**config.mk**
```make
export PLATFORM = sky130hd
export DESIGN_NAME = signmag_alu_seq
export DESIGN_NICKNAME = d
export VERILOG_FILES = /design/src/rtl/signmag_alu_seq.sv
export SDC_FILE = /design/constraint.sdc
export NUM_CORES = 1
export LEC_CHECK = 0
export CORE_ASPECT_RATIO = 2
export CORE_UTILIZATION = 45
export DETAILED_ROUTE_END_ITERATION = 7
export GPL_TIMING_DRIVEN = 0
export PLACE_DENSITY = 0.72
export SYNTH_ARGS = -nofsm -noshare
export SYNTH_HDL_FRONTEND = slang
export SYNTH_SLANG_ARGS = --single-unit
```
**constraint.sdc**
```tcl
create_clock -name clk -period 4.2 [get_ports clk]
set_clock_uncertainty 0.05 [all_clocks]
set_input_delay 0.84 -clock clk [delete_from_list [all_inputs] [get_ports clk]]
set_output_delay 0.84 -clock clk [all_outputs]
set_load 0.01 [all_outputs]
```
**src/rtl/signmag_alu_seq.sv**
```systemverilog
// Sign-magnitude add/sub/mul unit with a start/done handshake and registered result and flags.
// Add/sub finishes in 2 cycles and mul in WIDTH cycles; start is only accepted while idle.
module signmag_alu_seq #(
    parameter int WIDTH = 8
) (
    input  logic                 clk,
    input  logic                 rst_n,
    input  logic                 start,
    input  logic [1:0]           op,
    input  logic [WIDTH-1:0]     a,
    input  logic [WIDTH-1:0]     b,
    output logic                 busy,
    output logic                 done,
    output logic [2*WIDTH-1:0]   result,
    output logic                 cf,
    output logic                 ovf,
    output logic                 sf,
    output logic                 zf
);

    localparam int MW = WIDTH - 1;
    localparam int PW = 2 * WIDTH - 2;
    localparam int CW = $clog2(WIDTH);

    typedef enum logic [1:0] {S_IDLE, S_ADDSUB, S_MUL, S_DONE} state_t;

    state_t             state_q, state_d;
    logic [WIDTH-1:0]   a_q, a_d, b_q, b_d;
    logic [1:0]         op_q, op_d;
    logic [CW-1:0]      cnt_q, cnt_d;
    logic [PW-1:0]      acc_q, acc_d, mcand_q, mcand_d;
    logic [MW-1:0]      mplier_q, mplier_d;
    logic [2*WIDTH-1:0] result_q, result_d;
    logic               cf_q, cf_d, ovf_q, ovf_d, sf_q, sf_d, zf_q, zf_d;

    // Both zeros (+0 and -0) map to all-zeros in two's complement.
    function automatic logic [WIDTH-1:0] to_tc(input logic [WIDTH-1:0] v);
        if (v[WIDTH-2:0] == '0)
            return '0;
        else if (v[WIDTH-1])
            return -{1'b0, v[WIDTH-2:0]};
        else
            return v;
    endfunction

    logic             is_sub;
    logic [WIDTH-1:0] at, bt, bt_eff, low, neg_low, sm;
    logic [WIDTH:0]   sum;
    logic [PW-1:0]    acc_next;
    logic             msign;

    assign is_sub  = (op_q == 2'b01);
    assign at      = to_tc(a_q);
    assign bt      = to_tc(b_q);
    assign bt_eff  = is_sub ? -bt : bt;
    assign sum     = {1'b0, at} + {1'b0, bt_eff};
    assign low     = sum[WIDTH-1:0];
    assign neg_low = -low;
    // The most-negative sum negates to itself, leaving sign=1 with magnitude 0.
    assign sm      = (low == '0) ? '0 :
                     low[WIDTH-1] ? {1'b1, neg_low[WIDTH-2:0]} : low;

    assign acc_next = acc_q + (mplier_q[0] ? mcand_q : '0);
    assign msign    = (a_q[WIDTH-1] ^ b_q[WIDTH-1]) && (acc_next != '0);

    always_comb begin
        state_d  = state_q;
        a_d      = a_q;
        b_d      = b_q;
        op_d     = op_q;
        cnt_d    = cnt_q;
        acc_d    = acc_q;
        mcand_d  = mcand_q;
        mplier_d = mplier_q;
        result_d = result_q;
        cf_d     = cf_q;
        ovf_d    = ovf_q;
        sf_d     = sf_q;
        zf_d     = zf_q;
        case (state_q)
            S_IDLE: begin
                if (start) begin
                    a_d  = a;
                    b_d  = b;
                    op_d = op;
                    if (op == 2'b10) begin
                        state_d  = S_MUL;
                        cnt_d    = '0;
                        acc_d    = '0;
                        mcand_d  = {{(PW-MW){1'b0}}, a[WIDTH-2:0]};
                        mplier_d = b[WIDTH-2:0];
                    end else begin
                        state_d = S_ADDSUB;
                    end
                end
            end
            S_ADDSUB: begin
                result_d = {{WIDTH{1'b0}}, sm};
                cf_d     = sum[WIDTH] ^ is_sub;
                ovf_d    = (at[WIDTH-1] == bt_eff[WIDTH-1]) && (sum[WIDTH-1] != at[WIDTH-1]);
                sf_d     = sm[WIDTH-1];
                zf_d     = (sm == '0);
                state_d  = S_DONE;
            end
            S_MUL: begin
                acc_d    = acc_next;
                mcand_d  = mcand_q << 1;
                mplier_d = mplier_q >> 1;
                cnt_d    = cnt_q + CW'(1);
                if (cnt_q == CW'(WIDTH - 2)) begin
                    result_d = {msign, 1'b0, acc_next};
                    cf_d     = 1'b0;
                    ovf_d    = 1'b0;
                    sf_d     = msign;
                    zf_d     = (acc_next == '0);
                    state_d  = S_DONE;
                end
            end
            default: state_d = S_IDLE;
        endcase
    end

    always_ff @(posedge clk) begin
        if (!rst_n) begin
            state_q  <= S_IDLE;
            a_q      <= '0;
            b_q      <= '0;
            op_q     <= '0;
            cnt_q    <= '0;
            acc_q    <= '0;
            mcand_q  <= '0;
            mplier_q <= '0;
            result_q <= '0;
            cf_q     <= 1'b0;
            ovf_q    <= 1'b0;
            sf_q     <= 1'b0;
            zf_q     <= 1'b0;
        end else begin
            state_q  <= state_d;
            a_q      <= a_d;
            b_q      <= b_d;
            op_q     <= op_d;
            cnt_q    <= cnt_d;
            acc_q    <= acc_d;
            mcand_q  <= mcand_d;
            mplier_q <= mplier_d;
            result_q <= result_d;
            cf_q     <= cf_d;
            ovf_q    <= ovf_d;
            sf_q     <= sf_d;
            zf_q     <= zf_d;
        end
    end

    assign busy   = (state_q != S_IDLE);
    assign done   = (state_q == S_DONE);
    assign result = result_q;
    assign cf     = cf_q;
    assign ovf    = ovf_q;
    assign sf     = sf_q;
    assign zf     = zf_q;

endmodule

```
======== Yosys cells after proc, flatten, opt, wreduce, memory -nomap -nowiden ========
Index checks and enable logic that the tools add are counted.
word-level totals
  register bits after elaboration ......... 78
  bits in latches ......................... 0
  bits in writable memories ............... 0
  memory bits (read-only) ................. 0
  bits of input ports ..................... 21
  word-level logic and storage cells ...... 82
  memories kept ........................... 0
operators by class
  add/sub/neg operators ................... 7
  multiply operators ...................... 0
  div/mod/pow operators ................... 0
  magnitude comparators ................... 0
  equal/unequal tests ..................... 11
  shift-type cells ........................ 0
  mux-type cells .......................... 33
  bitwise gates (word level) .............. 2
  reduce and logical (&&, ||, !) cells .... 16
operators with widths
  kind                number
  $mux 14             5
  $mux 8              7
  $pmux 14 s2         2
  $pmux 16 s2         1
  $logic_not 8->1     2
  $mux 16             1
  $neg 7->8           2
  $add 14x14->14      1
  $logic_not 14->1    1
  $logic_not 7->1     2
  $mux 7              2
  $pmux 7 s2          1
  $reduce_bool 14->1  1
  $add 8x8->9         1
  $neg 8->8           1
  $pmux 1 s2          4
  $neg 7->7           1
  $eq 2x2->1 const B  3
  $mux 2              3
  $mux 3              2
  $ne 2x2->1 const B  3
  $pmux 2 s3          1
  $pmux 3 s2          1
  $reduce_and 2->1    3
  11 further kinds    18

======== Longest topological paths before layout ========
  word-level depth ........................ 11
  depth in mapped cells ................... 20
  depth with buffers taken out ............ 19

======== Least setup slack after synthesis ========
No wires, ideal clock.
  path kind ............................... flip-flop to flip-flop
  start ................................... register b_q[2]
  end ..................................... register result_q[0], in the netlist result[0]
  setup time .............................. 123 ps
  arrival ................................. 3,547 ps
  data required time ...................... 4,027 ps
  slack ................................... 481 ps
  cell stages (with the launch flop) ...... 19
  clock period less this slack ............ 3,719 ps
  cells stage by stage .................... dfxtp_1 > nor3_1 > nand2b_1 > nor3_1 > nand2b_1 > ha_1 > nand2_1 > o21ai_0 > xor2_1 > ha_1 > nor2_1 > nor2b_1 > o21a_1 > o22ai_1 > xor2_1 > clkbuf_1 > a31oi_1 > a221oi_1 > nor2_1
on the way
  cells in the longest elaborated chain, start to end .. 9
RTL lines
  what                                          line    RTL
  start: declaration                            28      logic [WIDTH-1:0] a_q, a_d, b_q, b_d;
  start signal: assignment                      127     b_q <= '0;
  start signal: assignment                      141     b_q <= b_d;
  $neg 7->8 or $logic_not 7->1 (tied branches)  41, 38
  $mux 8 (on tied branches)                     40, 38
  $mux 8 *                                      38      if (v[WIDTH-2:0] == '0)
  $neg 8->8 or $mux 8 (tied branches)           55      assign bt_eff = is_sub ? -bt : bt;
  $mux 8 *                                      55
  $add 8x8->9 *                                 56      assign sum = {1'b0, at} + {1'b0, bt_eff};
  $logic_not 8->1 or $mux 8 (tied branches)     60, 61
  $mux 8 *                                      60      assign sm = (low == '0) ? '0 :
  $pmux 16 s2 *                                 80      case (state_q)
  end signal: assignment                        147     result_q <= result_d;
  end: declaration                              33      logic [2*WIDTH-1:0] result_q, result_d;
Every way passes the cells marked *; elsewhere a longest branch is shown, timed or not.
A chain may end at the register's enable or synchronous reset.

======== Worst setup path after layout ========
  start ................................... register b_q[1]
  end ..................................... register result_q[0], in the netlist result[0]
Same word-level chain as after synthesis.

==> out/results.ini <==
[detailed_routing]
drc=0
wl_um=14400
drtPass1Iterations=5
vias_per_cell=5.65
route.vias.total=4664
postRouteAntennaNets=0
wl_per_cell_um=17.5
drt_iter0_drc=173

[floorplan]
num_rows=54
die-height_um=151
initial_utilization_pct=45.9
dieArea_mm2=0.0116
die_w_um=76.5
ioPinCount=43
core_mm2=0.0109

[synthesis]
netlist_area_mm2=0.00500
synth-edff-count=0
syn_inst=626
synth-seq-cells=77
yosysUniqueCellTypes=58
synth-main-ff-cell=dfxtp_1
async_reset_ff_share_pct=0
yosys_warnings=0
avgSynthCellArea_um2=7.98
synth_nets=679
synth-seq-area-share_pct=30.8

[sta]
worst_pin_slew_ns=0.806
fmax_mhz=247
hold_viol_final=0
slew_headroom_pct=46.2
fin_crit_ns=4.05
setup_ws_ns=0.149
maxSlewViolCount=0
setup_viol=0
finalCritPeriodShare_pct=96.5

[placement]
dpl.hpwl_um=11400
port_buffers=40
gp_congestion=0.938
post-place-ws_ns=-0.549
place_area_mm2=0.00557

[setup_path]
cp_max_fo=10
arrival_ns=4.23
startpoint_type=flip-flop
required_ns=4.38
critical_path_class=reg -> reg
cp-end-kind=flip-flop

[clock_tree]
cts_root_buffer=clkbuf_16
holdBufCountCts=0
cts_sinks=77
cts_max_level=3
cts_tree=done
clk_pin_slew_worst_paths_ns=0.06
ctsLongestPathBuffers=2
clock_latency_ns=0.34
cts_buffers=9

[pwr]
p_total_mw=3.47
powerDensity_mw_per_mm2=579
ir_drop_uv=323
power.leakage_nw=2.49

[global_routing]
grt_overflow=0
antenna_found_initial=0
grt_first_pass_wirelength_um=22900
grt.total_usage_pct=25.8
grt_max_degree=14
grt_pass1_vias=4744

[finish]
diodes=0
postLayoutCellArea_mm2=0.00599
drive_gt1_share_pct=5.55
fillers=1024
syn2layout_area_growth_pct=19.9
nNetsFinal=734
final_core_util_pct=55.1

[worst_hold_path]
hold_path_class=reg -> reg

[outcome]
status=finished clean

[job]
maxCapViolCount=0

-- sequential cells by signal (all words and copies together), names as in the netlist --
register and flops:
state_q 2, acc_q 14, cf 1, result 15, op_q 2, mplier_q 7
sf 1, ovf 1, zf 1, mcand_q 14, cnt_q 3, a_q 8
b_q 8
-- final timing paths --
| path | startpoint | endpoint | slack [ns] | cells after the start |
|---|---|---|---|---|
| worst min-delay path | result[9]$_SDFFE_PN0P_ | result[9]$_SDFFE_PN0P_ | 0.41 | 2 |
| worst min register to register | result[9]$_SDFFE_PN0P_ | result[9]$_SDFFE_PN0P_ | 0.41 | 2 |
| worst max register to register | b_q[1]$_SDFFE_PN0P_ | result[0]$_SDFFE_PN0P_ | 0.15 | 18 |
| worst max-delay path | b_q[1]$_SDFFE_PN0P_ | result[0]$_SDFFE_PN0P_ | 0.15 | 18 |
-- per-stage QoR --
stage	cells	setup TNS (ns)	hold slack [ns]
finish	825	0	0.410
global placement	806	-0.411	0.404
floorplan	626	0	0.391
CTS	822	0	0.415
global route	825	-0.0723	0.444
detailed placement	806	-3.00	0.407
-- worst max-delay path, stage by stage (launching register included) --
cell	delay, ns
dfxtp_1	0.36
inv_1	0.09
ha_1	0.20
inv_1	0.10
o31ai_1	0.26
xor2_1	0.29
o21ai_0	0.19
nor2_1	0.17
nor2_1	0.07
xnor2_1	0.26
ha_1	0.37
nor2b_1	0.17
o21a_1	0.17
o22ai_2	0.23
xor2_2	0.21
buf_4	0.20
a31oi_1	0.15
a221oi_2	0.30
nor2_1	0.08
-- repair_timing --
item / 4_1_cts / 5_1_grt
cloned: 0 / 0
endpoints found under the hold margin: 0 / 0
resized for setup: 5 / 11
buffers inserted: 1 / 3
pin swaps: 2 / 6
endpoints found under the setup margin: 9 / 10
-- Yosys cell counts, drive strengths merged (5+ instances only) --
master	count	share of area [%]
ha	30	7.5
a21boi	44	6.6
mux2i	15	3.0
xor2	19	3.3
o21ai	23	2.3
a21o	9	1.4
buf	7	0.65
inv	22	1.7
xnor2	21	3.7
nand3	25	2.5
clkbuf	29	2.2
a31oi	5	0.63
nor2	40	3.0
nor2b	14	1.8
and2	21	2.6
o21a	5	0.75
o211a	13	2.6
nor3	9	0.90
o31ai	8	1.2
a21oi	14	1.5
or3	5	0.63
nand2	114	8.6
nand2b	8	1.0
dfxtp	77	31
-- placed cells by master, fill, tap and decap left out, types with 8 or more instances in the layout --
cell type / instances
clkbuf_1: 28
o21ai_0: 20
ha_1: 30
nand2_1: 114
and2_1: 21
xnor2_1: 21
o211a_1: 13
a21oi_1: 13
a21o_1: 9
o31ai_1: 8
nor2b_1: 14
xor2_1: 18
mux2i_1: 15
nor2_1: 39
inv_1: 22
clkbuf_16: 9
a21boi_0: 44
dfxtp_1: 76
clkdlybuf4s50_1: 40
nand3_1: 25
nand2b_1: 8
-- cell families (layout without fill, tap and decap cells) --
group                      count (synthesis)  after routing  share of synthesized area, %
AOI/OAI and AO/OA                        150            150                          22.3
and+or+nand+nor                          253            253                          23.9
adders and majority gates                 32             32                          8.31
muxes                                     15             15                          3.00
buffers and inverters                     58            117                          4.48
xor gates and xnor gates                  40             40                          7.01
DFF                                       77             77                          30.8
other                                      1              1                        0.0750
-- power breakdown --
group	total (mW)	internal, mW	switching [mW]
Clock	0.846	0.535	0.311
Combinational	1.67	0.659	1.01
Sequential	0.951	0.848	0.103
Total	3.47	2.04	1.42
-- layer usage --
| layer | vias to the layer above | wire, um | track usage (%) | share of wire (%) |
|---|---|---|---|---|
| li1 | 2290 | - | - | - |
| met1 | 2205 | 5050 | 23.4 | 35 |
| met2 | 121 | 8090 | 51.0 | 56 |
| met3 | 48 | 391 | 2.71 | 2.7 |
| met4 | 0 | 892 | 20.3 | 6.2 |
| met5 | - | 0 | 0 | 0 |
-- final cells by class --
| type | instances | area (um2) | share of cell area, % |
|---|---|---|---|
| flip-flops and latches | 77 | 1540 | 25.8 |
| well taps | 140 | 175 | 2.92 |
| clock inverters | 5 | 85.1 | 1.42 |
| plain buffers | 36 | 145 | 2.42 |
| inverters | 22 | 82.6 | 1.38 |
| repair buffers | 44 | 430 | 7.19 |
| multi-input cells | 491 | 3290 | 54.9 |
| clock buffers | 10 | 239 | 3.99 |
Note: power is estimated with default switching activity, not from simulation.
